[config.mk]
export PLATFORM = sky130hd
export DESIGN_NAME = button_conditioner
export DESIGN_NICKNAME = d
export VERILOG_FILES = /design/src/rtl/button_conditioner.sv
export SDC_FILE = /design/constraint.sdc
export NUM_CORES = 1
export LEC_CHECK = 0
export CAP_MARGIN = 20
export CORE_MARGIN = 2
export CORE_UTILIZATION = 51
export CTS_CLUSTER_SIZE = 14
export DETAILED_ROUTE_END_ITERATION = 6
export PLACE_DENSITY = 0.79
export SETUP_SLACK_MARGIN = 0.4
export SYNTH_ARGS = -nofsm -noshare
export SYNTH_HDL_FRONTEND = slang
export SYNTH_SLANG_ARGS = --single-unit
[constraint.sdc]
create_clock -name clk_clk -period 2.9 [get_ports clk_clk]
set_input_delay 0.435 -clock clk_clk [delete_from_list [all_inputs] [get_ports clk_clk]]
set_output_delay 0.435 -clock clk_clk [all_outputs]
set_load 0.02 [all_outputs]
[src/rtl/button_conditioner.sv]
`default_nettype none
// ============================================================================
// Module   : button_conditioner
// Purpose  : Synchronises, debounces and edge-detects the four active-low
//            user keys of the clock/alarm system. Produces debounced levels
//            and one-cycle press pulses; the two increment keys auto-repeat
//            while held.
// Ports    : clk_clk          - system clock (single domain)
//            reset_reset      - synchronous active-high reset
//            *_key_n          - raw asynchronous keys, 0 = pressed
//            btn_level[3:0]   - debounced levels, 1 = pressed
//                               [3] set_mode [2] inc_hour [1] inc_min [0] confirm
//            *_pulse          - one-cycle press pulses (inc_* also auto-repeat)
// Revision : 1.0 - initial release
// ============================================================================
module button_conditioner #(
    parameter int DEBOUNCE_CYCLES      = 1_000_000,
    parameter int REPEAT_DELAY_CYCLES  = 25_000_000,
    parameter int REPEAT_PERIOD_CYCLES = 5_000_000
) (
    input  logic       clk_clk,
    input  logic       reset_reset,
    input  logic       set_mode_key_n,
    input  logic       inc_hour_key_n,
    input  logic       inc_min_key_n,
    input  logic       confirm_key_n,
    output logic [3:0] btn_level,
    output logic       set_mode_pulse,
    output logic       inc_hour_pulse,
    output logic       inc_min_pulse,
    output logic       confirm_pulse
);

    localparam int c_DB_W     = $clog2(DEBOUNCE_CYCLES + 1);
    localparam int c_HOLD_MAX = (REPEAT_DELAY_CYCLES > REPEAT_PERIOD_CYCLES) ?
                                REPEAT_DELAY_CYCLES : REPEAT_PERIOD_CYCLES;
    localparam int c_HOLD_W   = $clog2(c_HOLD_MAX + 1);

    // Terminal values are "one before" the cycle count: the count register
    // holds the number of cycles already elapsed, so the event fires on the
    // edge that would take it to the full count.
    localparam logic [c_DB_W-1:0]   c_DB_LAST     = c_DB_W'(DEBOUNCE_CYCLES - 1);
    localparam logic [c_HOLD_W-1:0] c_DELAY_LAST  = c_HOLD_W'(REPEAT_DELAY_CYCLES - 1);
    localparam logic [c_HOLD_W-1:0] c_PERIOD_LAST = c_HOLD_W'(REPEAT_PERIOD_CYCLES - 1);

    logic [3:0] w_key_n;
    logic [3:0] w_level;
    logic [3:0] w_pulse;

    assign w_key_n = {set_mode_key_n, inc_hour_key_n, inc_min_key_n, confirm_key_n};

    genvar gi;
    generate
        for (gi = 0; gi < 4; gi++) begin : g_ch
            logic [1:0]        r_sync;
            logic              w_sync;
            logic [c_DB_W-1:0] r_db_cnt;
            logic              r_level;
            logic              w_level_nxt;
            logic              w_accept;
            logic              w_press;

            // Inversion happens before the first flop so reset (0) means released.
            always_ff @(posedge clk_clk) begin
                if (reset_reset) begin
                    r_sync <= 2'b00;
                end else begin
                    r_sync <= {r_sync[0], ~w_key_n[gi]};
                end
            end

            assign w_sync = r_sync[1];

            always_comb begin
                w_level_nxt = r_level;
                w_accept    = 1'b0;
                if ((w_sync != r_level) && (r_db_cnt == c_DB_LAST)) begin
                    w_level_nxt = w_sync;
                    w_accept    = 1'b1;
                end
            end

            assign w_press = w_accept & w_sync;

            // Any cycle where sync agrees with the level restarts the count,
            // so a bounce must be followed by a full stable window.
            always_ff @(posedge clk_clk) begin
                if (reset_reset) begin
                    r_level  <= 1'b0;
                    r_db_cnt <= '0;
                end else begin
                    r_level <= w_level_nxt;
                    if ((w_sync == r_level) || w_accept) begin
                        r_db_cnt <= '0;
                    end else begin
                        r_db_cnt <= r_db_cnt + 1'b1;
                    end
                end
            end

            assign w_level[gi] = r_level;

            if ((gi == 1) || (gi == 2)) begin : g_repeat
                typedef enum logic [1:0] {
                    S_IDLE   = 2'd0,
                    S_DELAY  = 2'd1,
                    S_REPEAT = 2'd2
                } state_t;

                state_t              r_state;
                logic [c_HOLD_W-1:0] r_hold;
                logic                r_pulse;

                // The FSM looks at the next level so that a repeat pulse can
                // never land in the first cycle the debounced level reads 0.
                always_ff @(posedge clk_clk) begin
                    if (reset_reset) begin
                        r_state <= S_IDLE;
                        r_hold  <= '0;
                        r_pulse <= 1'b0;
                    end else begin
                        r_pulse <= 1'b0;
                        case (r_state)
                            S_IDLE: begin
                                if (w_press) begin
                                    r_pulse <= 1'b1;
                                    r_hold  <= '0;
                                    r_state <= S_DELAY;
                                end
                            end
                            S_DELAY: begin
                                if (!w_level_nxt) begin
                                    r_hold  <= '0;
                                    r_state <= S_IDLE;
                                end else if (r_hold == c_DELAY_LAST) begin
                                    r_pulse <= 1'b1;
                                    r_hold  <= '0;
                                    r_state <= S_REPEAT;
                                end else begin
                                    r_hold <= r_hold + 1'b1;
                                end
                            end
                            S_REPEAT: begin
                                if (!w_level_nxt) begin
                                    r_hold  <= '0;
                                    r_state <= S_IDLE;
                                end else if (r_hold == c_PERIOD_LAST) begin
                                    r_pulse <= 1'b1;
                                    r_hold  <= '0;
                                end else begin
                                    r_hold <= r_hold + 1'b1;
                                end
                            end
                            default: begin
                                r_hold  <= '0;
                                r_state <= S_IDLE;
                            end
                        endcase
                    end
                end

                assign w_pulse[gi] = r_pulse;
            end else begin : g_plain
                logic r_pulse;

                always_ff @(posedge clk_clk) begin
                    if (reset_reset) begin
                        r_pulse <= 1'b0;
                    end else begin
                        r_pulse <= w_press;
                    end
                end

                assign w_pulse[gi] = r_pulse;
            end
        end
    endgenerate

    assign btn_level      = w_level;
    assign set_mode_pulse = w_pulse[3];
    assign inc_hour_pulse = w_pulse[2];
    assign inc_min_pulse  = w_pulse[1];
    assign confirm_pulse  = w_pulse[0];

endmodule
`default_nettype wire

# Yosys cells after proc, flatten, opt, wreduce, memory -nomap -nowiden
# Cells that the tools add are included.
# Widths: inputs -> output; s select.
[word_totals]
reg_bits = 150
in_bits = 6
out_inout_bits = 8
wordCells = 116
[op_classes]
add_sub_neg = 6
n_eq_ne = 26
muxes = 40
bitwise_logic = 8
reduce_logical = 16
[ops]
columns = ["op", "n"]
rows = [
  ["$mux 25", 10],
  ["$pmux 25 s3", 2],
  ["$add 20x1->20 const B", 4],
  ["$eq 20x20->1 const B", 4],
  ["$add 25x1->25 const B", 2],
  ["$eq 25x23->1 const B", 2],
  ["$eq 25x25->1 const B", 2],
  ["$mux 1", 16],
  ["$mux 2", 8],
  ["$pmux 2 s3", 2],
  ["$ne 2x2->1 const B", 4],
  ["$reduce_or 2->1", 4],
  ["$ne 3x3->1 const B", 2],
  ["$pmux 1 s3", 2],
  ["$reduce_and 3->1", 2],
  ["$and 1x1->1", 4],
  ["$eq 1x1->1", 4],
  ["$eq 2x1->1 const B", 2],
  ["$eq 2x2->1 const B", 2],
  ["$logic_and 1x1->1", 4],
  ["$logic_not 2->1", 2],
  ["$logic_or 1x1->1", 4],
  ["$ne 1x1->1", 4],
  ["$not 1->1", 4],
]

# Logic depth before layout (Yosys ltp)
# Gate-level depths: netlist of run 1.
[logic_depth]
depth_word = 6
ltp_mapped = 9
mapped_depth_nobuf = 8

# Worst setup path after synthesis of run 1
# No wires, ideal clock.
[synth_path]
kind = "register to register"
startpoint = "reg g_ch[1].r_db_cnt[6]"
endpoint = "reg g_ch[1].g_repeat.r_hold[10]"
setup_ps = 93
arrival_time_ps = 2436
t_required_ps = 2807
setup_slack_ps = 371
stages_incl_launch_ff = 8
n_path_buf = 1
synth_period_minus_slack_ps = 2529
cell_sequence = "dfxtp_1 -> or4b_1 -> or2_1 -> or4_4 -> a221oi_2 -> nand2_1 -> buf_2 -> o311ai_2"
[synth_between]
elab_chain_len = 5
word_cells_on_any_way = 9
cone_classes = "eq/ne: 2; mux: 5; bitwise: 1; reduce/logical: 1"
[synth_rtl]
columns = ["item", "line", "source"]
rows = [
  ["from (decl)", "57", "logic [c_DB_W-1:0] r_db_cnt;"],
  ["from (signal assigned)", "96", "r_db_cnt <= r_db_cnt + 1'b1;"],
  ["$eq 20x20->1 *", "77", "if ((w_sync != r_level) && (r_db_cnt == c_DB_LAST)) begin"],
  ["$logic_and 1x1->1 *", "77", ""],
  ["$mux 1", "77", ""],
  ["$mux 25 (tied with other cells)", "144", "if (!w_level_nxt) begin"],
  ["$pmux 25 s3 or $ne 2x2->1 (tied branches)", "--", ""],
  ["to (signal assigned)", "140", "r_hold <= r_hold + 1'b1;"],
  ["to (signal assigned)", "151", "r_hold <= r_hold + 1'b1;"],
  ["to (decl)", "111", "logic [c_HOLD_W-1:0] r_hold;"],
]
# Mark *: on every way between the ends. The rest lies on a longest branch, timed or not.
# A chain may end at the register's enable or synchronous reset.

# Worst setup path in the final report of run 1
[layout_path]
startpoint = "reg g_ch[1].r_db_cnt[13]"
endpoint = "reg g_ch[1].g_repeat.r_hold[13]"
# The elaborated chain is that of the path after synthesis.

==> results.txt, run 1 <==
* Starting DRC count in detailed routing: 465
- Overall fraction of global-route tracks in use: about a fifth
- Placed wire-length estimate: a little under 10000 µm
* Total power density per cell area: about 540 nW/µm²
- In this run, CTS created clock tree buffers numbering 17.
- TritonCTS built the clock tree.
- In the finished design, the share of the clock period the worst path needs comes to just over 90%.
* Largest cells by area after synthesis: sky130_fd_sc_hd__dfxtp_1 (41%), sky130_fd_sc_hd__nor2_1 (6.9%), sky130_fd_sc_hd__nand3_1 (5.3%)
- Worst clock skew on the final layout: 8.32 ps
- Post-synthesis instance total: 886
- The internal power of the cells totals 3.64 mW.
- Synth Cell Area: 7260 µm²
* Sequential share of power: 45.3%
- Port buffer count: 13
- Pin slew with the least headroom to its limit: between 1000 and 1500 ps
- After detailed routing, the average wire length per cell comes to around 14 µm.
* Longest Clk Path Bufs: 2
- For this design the static power due to leakage is about 2.8 nW.
* Largest fanout on the critical path: 20
* Synthesized area per cell: 8.19 µm²
- For the worst setup path, the data arrival time is 2960 ps.
* Post-synth EDFFs: 0
* Final count of pins violating max slew: 0
- Fill cells in the final layout number 1200.
- For this run the aggregate overflow at the end of global routing stands at 0.
- Drc violations: 0
- Htree depth: 4
- Net switching power figure: 0.943 mW
* Most common cell in the netlist: sky130_fd_sc_hd__dfxtp_1
- Count of boundary I/O pins: 14
- Hold/Removal Path Class: reg2reg
* Maximum number of pins on one net before global-route repair: 32
- Clock-pin slew was measured on the worst setup and hold paths at 60 ps.
- Share of the synthesized area in the top cell type: 41.4%
- Number of vias in the routed layout: 6312
- Total Neg Setup Slack: 0 ps
* Fraction of layout cells with a size suffix above 1: 10.4%
* Reg2reg setup slack: 260 ps
- The clock drives 150 sinks.
- The first global-routing pass estimated 26000 µm of wire.
- The worst setup path is captured at a register.
- The count of final hold-check violations is 0.
- Measured against the total synthesized area, the mux share comes to 0.845%.
- Share of total power in combinational logic: 2.7%
- From left edge to right edge, the die measures 123 µm.
* Unrepaired setup endpoints after global routing: true
- Setup violations remaining at the end of the flow were counted as 0.
- The number of different library cells used by synthesis comes to 59.
* Number of cells on the worst hold path: 1
- Main combinational cell family by area after synthesis: simple AND/OR/NAND/NOR gates
- Cell type with the largest total area after synthesis: sky130_fd_sc_hd__dfxtp_1
* Number of synthesized register bits: 150
* Final weighted congestion of routability-driven global placement: 0.857
* Core outline area: around 14000 µm²
- Most common flop cell mapped by yosys: sky130_fd_sc_hd__dfxtp_1
- Sequential cells were found to cover 41.4% of the synthesized design area.
* Startpoint type of the worst setup path: register
* Run status: complete, no violations
- For this block, the routed nets add up to roughly 15000 µm of wire.
- Clock network latency to the later pin of the worst-skew pair: 420 ps
* Critical setup path kind: reg2reg
- Total Die Area: 15200 µm²
- Vias per std cell: 5.71
- Ranked by instance count, the synthesized netlist is headed by sky130_fd_sc_hd__dfxtp_1 (150), sky130_fd_sc_hd__nor2_1 (133), sky130_fd_sc_hd__nand2_1 (96).
* Worst max-slew margin expressed relative to the limit: 27.8%
- Via count of the first global-routing pass: 5934
* Required @ worst endpoint: 3210 ps
- First drt pass iteration count: 5
- Ant. Diodes: 0
* Antenna violations before repair: 0
- VDD sags by at most ~400 µV.
- Total nets after synthesis: 906
- Post-Synth XOR/XNOR Area: 9.05%
- FF-to-FF path depth: 7
- Complex-gate fraction of the synthesized area: 11.4%
* P&R area growth vs syn: 17.4%
- In the synthesized netlist the async set-or-reset flop fraction comes to 0%.
- Antenna Nets Post-Route: 0
- The share of total power dissipated in the clock network is about half.
- Total power for the finished layout comes to between 4 and 5 mW.
- Total of warnings raised by yosys: 0
- Row generation in the floorplan step produced 43 rows.
* Total of max-cap violations: 0
- The tree is rooted in a sky130_fd_sc_hd__clkbuf_16.
- Overall die height: between 100 and 150 µm
- Net switching fraction of the power: ~21%
* Final-stage net count: between 900 and 1000
- After layout, the minimum clock period comes to 2640 ps.
* Synthesized-area fraction occupied by and/or/nand/nor cells: 31.1%
* Effective utilization at floorplan: 52.3%
- Max frequency: about 380 MHz
* Adder-cell share of the synthesized area: 2.41%
power groups by stage:
stage / Combinational [mW] / Sequential (mW) / Clock, mW
after global routing: 0.139 / 2.08 / 2.51
after detailed placement: 0.123 / 2.13 / 0
after CTS: 0.124 / 2.08 / 2.42
final: 0.125 / 2.08 / 2.38
after floorplan: 0.0860 / 2.12 / 0
after global placement: 0.123 / 2.12 / 0
cells by family after synthesis:
group | count (synthesis)
buffers and inverters | 68
adder cells (fa/ha/maj) | 14
multiplexers | 6
AND/OR/NAND/NOR | 458
AO/OA/AOI/OAI | 115
flip-flops | 150
XOR/XNOR | 75
flip-flops by register name, summed over array words and instances, names as in the netlist:
name and cells:
confirm_pulse 1, g_ch.g_repeat.r_hold 50, g_ch.g_repeat.r_state 4, g_ch.r_db_cnt 80
g_ch.r_level 4, g_ch.r_sync 8, inc_hour_pulse 1, inc_min_pulse 1
set_mode_pulse 1
area by class of cell:
class / instances / area, µm² / share of cell area [%]
Inverter: 34 / 128 / 1.50
Clock buffer: 20 / 437 / 5.13
Multi-Input combinational cell: 668 / 4090 / 48.0
Clock inverter: 12 / 203 / 2.38
Timing Repair Buffer: 42 / 420 / 4.94
Sequential cell: 150 / 3010 / 35.4
Tap cell: 180 / 225 / 2.64
worst max-delay path: stages (launching register included):
cell and delay (ps):
sky130_fd_sc_hd__dfxtp_4 340, sky130_fd_sc_hd__or4b_4 530, sky130_fd_sc_hd__or2_4 260, sky130_fd_sc_hd__or4_4 510, sky130_fd_sc_hd__a221oi_4 330, sky130_fd_sc_hd__nand2_2 110
sky130_fd_sc_hd__buf_12 170, sky130_fd_sc_hd__o31ai_1 280
per-layer routing:
| layer | track usage, % | wire length [µm] | up-vias | part of all wire, % |
|---|---|---|---|---|
| li1 | - | - | 3181 | - |
| met1 | 26.4 | 7120 | 2940 | 46 |
| met2 | 34.4 | 7310 | 155 | 47 |
| met3 | 5.03 | 692 | 36 | 4.5 |
| met4 | 9.02 | 326 | 0 | 2.1 |
| met5 | 0 | 0 | - | 0 |
through the flow:
stage	setup WS, ps	hold WS [ps]	utilization (%)	instances	area (µm²)
floorplan	413	414	-	886	7260
global placement	323	417	54.8	1061	7600
detailed placement	247	427	54.8	1061	7600
CTS	314	442	60.4	1102	8390
global route	195	467	61.4	1106	8520
finish	257	438	61.4	1106	8520
placed cells by master, fill, tap and decap left out, drive strengths merged, types with 4 or more instances in the layout:
cell type / n
dfxtp: 150
nor2: 133
nand2: 96
nand3: 77
xor2: 42
nand4: 35
inv: 34
xnor2: 33
buf: 28
o21ai: 23
a21oi: 22
a31oi: 21
clkbuf: 21
and3: 20
nor3: 18
ha: 14
clkdlybuf4s50: 13
o311ai: 12
or3: 11
and2: 10
nor4: 9
and4: 8
nor2b: 7
or2: 7
nor4bb: 6
or4: 6
o31ai: 6
mux2i: 5
o211ai: 5
bufinv: 5
nor4b: 4
nand2b: 4
clkinvlp: 4
what timing repair did:
item / CTS / global route
gates cloned: 2 / 1
resized for setup: 20 / 18
buffers inserted: 7 / 3
pin swaps: 1 / 4
hold buffers: 0 / 0
setup endpoints to repair: 21 / 40
path summary, 6_finish.rpt:
| path | startpoint | end |
|---|---|---|
| max | g_ch[1].r_db_cnt[13] | g_ch[1].g_repeat.r_hold[13] |
| min | g_ch[1].r_sync[0] | g_ch[1].r_sync[1] |
| max reg2reg | g_ch[1].r_db_cnt[13] | g_ch[1].g_repeat.r_hold[13] |
| min reg2reg | g_ch[1].r_sync[0] | g_ch[1].r_sync[1] |
No activity file was read; power rests on OpenSTA's default activity.
==> run 2: changes to the inputs <==
--- a/config.mk
+++ b/config.mk
@@ -7,10 +7,10 @@
 export LEC_CHECK = 0
 export CAP_MARGIN = 20
 export CORE_MARGIN = 2
-export CORE_UTILIZATION = 51
+export CORE_UTILIZATION = 55
 export CTS_CLUSTER_SIZE = 14
 export DETAILED_ROUTE_END_ITERATION = 6
-export PLACE_DENSITY = 0.79
+export PLACE_DENSITY = 0.84
 export SETUP_SLACK_MARGIN = 0.4
 export SYNTH_ARGS = -nofsm -noshare
 export SYNTH_HDL_FRONTEND = slang
==> run 2 against run 1 <==
Cell count down 1.3%. Combinational power about the same. Core utilization up 4.9 points. Clock-buffer cell count up 5. Largest cell class unchanged. Critical path depth unchanged. Largest power group unchanged. Critical path type unchanged. Via count up 1.3%. Clock skew up 2.9 ps.
==> results.txt, run 2 (synthesis results as in run 1) <==
- Clock-pin slew reported for the worst setup and hold paths after clock tree synthesis: 60 ps
- Longest Clk Path Bufs: 2
* Run status: complete, no violations
- Commonest non-fill, non-tap cell in the layout: sky130_fd_sc_hd__dfxtp_1
* Overall fraction of global-route tracks in use: 21.8%
* Core outline area: about 13000 µm²
- For this run, the detailed router's first-pass iteration total came to 5.
- Number of rows created at floorplan: 41
- In the final layout, the registers with the most flip-flops are g_ch.r_db_cnt (80), g_ch.g_repeat.r_hold (50), g_ch.r_sync (8).
* Starting DRC count in detailed routing: 744
* Final critical-path setup slack: 218 ps
* Critical Path End Type: register
- The max-slew violation count is 0.
* Port buffer count: 13
- Final Cycle Share: 92.5%
- CTS tree: yes
- Maximum number of pins on one net before global-route repair: 46
* Required @ worst endpoint: 3230 ps
- Number of cells on the worst hold path: 1
* Final weighted congestion of routability-driven global placement: 0.824
- The tree is rooted in a sky130_fd_sc_hd__clkbuf_16.
- Largest register by flop count: g_ch.r_db_cnt
- The startpoint identified for the worst hold timing path is g_ch[1].r_sync[0].
* P&R area growth vs syn: 16.6%
- In this run the static leakage power is 2.83 nW.
- The filler cells instantiated in the layout total 978.
- In the final design database the tool counted ~930 nets.
- CP max stage cell: sky130_fd_sc_hd__or4b_4
* Horizontal die dimension: 119 µm
- Global-route wire length before repair: 25500 µm
* Worst Path Buf+Inv: 1
- At the worst endpoint, the arrival time is 3010 ps.
* Effective utilization at floorplan: 56.8%
* Endpoint of the worst hold path: g_ch[1].r_sync[1]
* Critical R2R Capture: g_ch[1].g_repeat.r_hold[20]
- The count of final hold-check violations came to 0.
* Number of buffers inserted by hold repair at cts: 0
* Total power density per cell area: between 500 and 600 nW/µm²
* Number of vias in the routed layout: 6397
- Of all nets on the critical path, the largest fanout is 5.
- Summed over all nets, the half-perimeter wirelength after detailed placement is 9690 µm.
* Clock period minus final worst setup slack: 2680 ps
* Setup violations, final: 0
* Total of max-cap violations: 0
* Worst clock skew on the final layout: 11.2 ps
* Fraction of layout cells with a size suffix above 1: 9.24%
- Across the whole layout, storage elements account for 3010 µm².
- List of cells traversed by the critical path: or4b_4 > or2_4 > or4_4 > a221oi_4 > nand2_4 > clkbuf_16 > o311ai_4
* Flip-flop count of the largest register, all copies and words added: 80
* Commonest cells after routing, fill and taps aside: sky130_fd_sc_hd__dfxtp_1 (147), sky130_fd_sc_hd__nor2_1 (133), sky130_fd_sc_hd__nand2_1 (95), sky130_fd_sc_hd__nand3_1 (76), sky130_fd_sc_hd__xor2_1 (42)
- TritonCTS created 17 clock buffers.
* Worst flop-to-flop path startpoint: g_ch[1].r_db_cnt[13]
- CP max stage delay: about 510 ps
- Summing all multi-input logic gate instances after layout gives between 4000 and 5000 µm².
- The number of antenna violations at the first check in global routing came to 0.
- In the final routed layout, each cell accounts on average for 14.8 µm.
- In this run the worst hold path is classified as reg2reg.
- The clock net in this run drives a total of 150 sinks.
- Max frequency: 373 MHz
- Broken down by cell family, the worst path's largest delay share belongs to simple AND/OR/NAND/NOR gates.
- Measured along the y axis, the die boundary spans 119 µm.
- Pre-CTS setup slack: roughly 240 ps
* Startpoint type of the worst setup path: register
- Pin slew with the least headroom to its limit: ~1100 ps
- Critical setup path kind: reg2reg
- The worst pin sits at a relative slew slack of 24.4%.
- Via count of the first global-routing pass: 5615
- Setup slack on the worst reg-to-reg path comes out at 220 ps.
- In the routed layout, each cell is associated on average with a via count of 5.86.
* FF-to-FF path depth: 7
- Setup repair after global routing could not meet its margin everywhere.
* Count of boundary I/O pins: 14
- Global routing finished with a remaining overflow of 0.
- The floorplan step defined a die boundary enclosing ~14000 µm².
* Final wirelength: 16200 µm
- Maximum VDD drop: around 400 µV
* Antenna Nets Post-Route: 0
- After detailed routing, the number of remaining DRC violations is 0.
- Clock latency on the worst-skew pair, taken at its later pin, is between 400 and 500 ps.
- Htree depth: 4
- Ant. Diodes: 0
- In the final timing run, aggregate negative setup slack is 0 ps.
==> run 2: changes by cell type in the layout (fill, tap and decap cells not counted), sizes merged <==
| cell | delta |
|---|---|
| clkbuf | +7 |
| buf | -4 |
| bufinv | -3 |
| clkinv | -3 |
| clkinvlp | -3 |
==> run 2: area by class of cell <==
class	instances	share of cell area (%)
multi-input cells	668	48.6
flip-flops and latches	150	35.6
clock buffers	25	5.97
repair buffers	40	5.03
well taps	172	2.54
inverters	34	1.51
clock inverters	3	0.798
==> run 2: power by group <==
group	internal [mW]	switching [mW]	total, mW	leakage [nW]
Combinational	0.0467	0.0803	0.127	1.34
Sequential	2.07	0.00834	2.08	1.21
Clock	1.36	0.790	2.15	0.277
Total	3.48	0.879	4.36	2.83
==> run 2: worst max-delay path by stage <==
stage / from / end / slack (ps) / cells after the start
after floorplan: g_ch[1].r_db_cnt[6] / g_ch[1].g_repeat.r_hold[10] / 410 / 7
after global placement: g_ch[1].r_db_cnt[6] / g_ch[1].g_repeat.r_hold[10] / 330 / 7
after detailed placement: g_ch[1].r_db_cnt[6] / g_ch[1].g_repeat.r_hold[10] / 240 / 7
after CTS: g_ch[1].r_db_cnt[6] / g_ch[1].g_repeat.r_hold[10] / 320 / 7
after global routing: g_ch[1].r_db_cnt[13] / g_ch[1].g_repeat.r_hold[10] / 170 / 8
final: g_ch[1].r_db_cnt[13] / g_ch[1].g_repeat.r_hold[20] / 220 / 7
==> run 2: stage by stage <==
step / power, mW / cells / instance area (µm²) / utilization [%] / hold WS (ps)
after global placement: 2.25 / 1054 / 7610 / 59.6 / 417
after CTS: 4.38 / 1086 / 8260 / 64.7 / 435
after floorplan: 2.21 / 886 / 7260 / - / 414
after detailed placement: 2.25 / 1054 / 7610 / 59.6 / 422
after global routing: 4.50 / 1092 / 8460 / 66.2 / 454
final: 4.36 / 1092 / 8460 / 66.2 / 433
==> run 2: what timing repair did <==
action,in CTS,in global routing
setup endpoints to repair,21,45
gates resized for setup,13,21
setup buffers,3,3
cloned,1,3
hold endpoints to repair,0,0
pin swaps,1,11
==> run 2: layer usage <==
layer,track usage (%),wire [µm],vias up
met5,0,0,-
li1,-,-,3169
met4,10.3,355,0
met2,34.3,7590,193
met3,5.08,838,42
met1,28.3,7380,2993
==> run 2: worst reg2reg max path, delay by kind of cell, from the launching register on <==
family	cells	cell delay, ps
AND/OR/NAND/NOR	4	1410
buffers and inverters	1	190
flip-flops	1	350
AO/OA/AOI/OAI	2	640
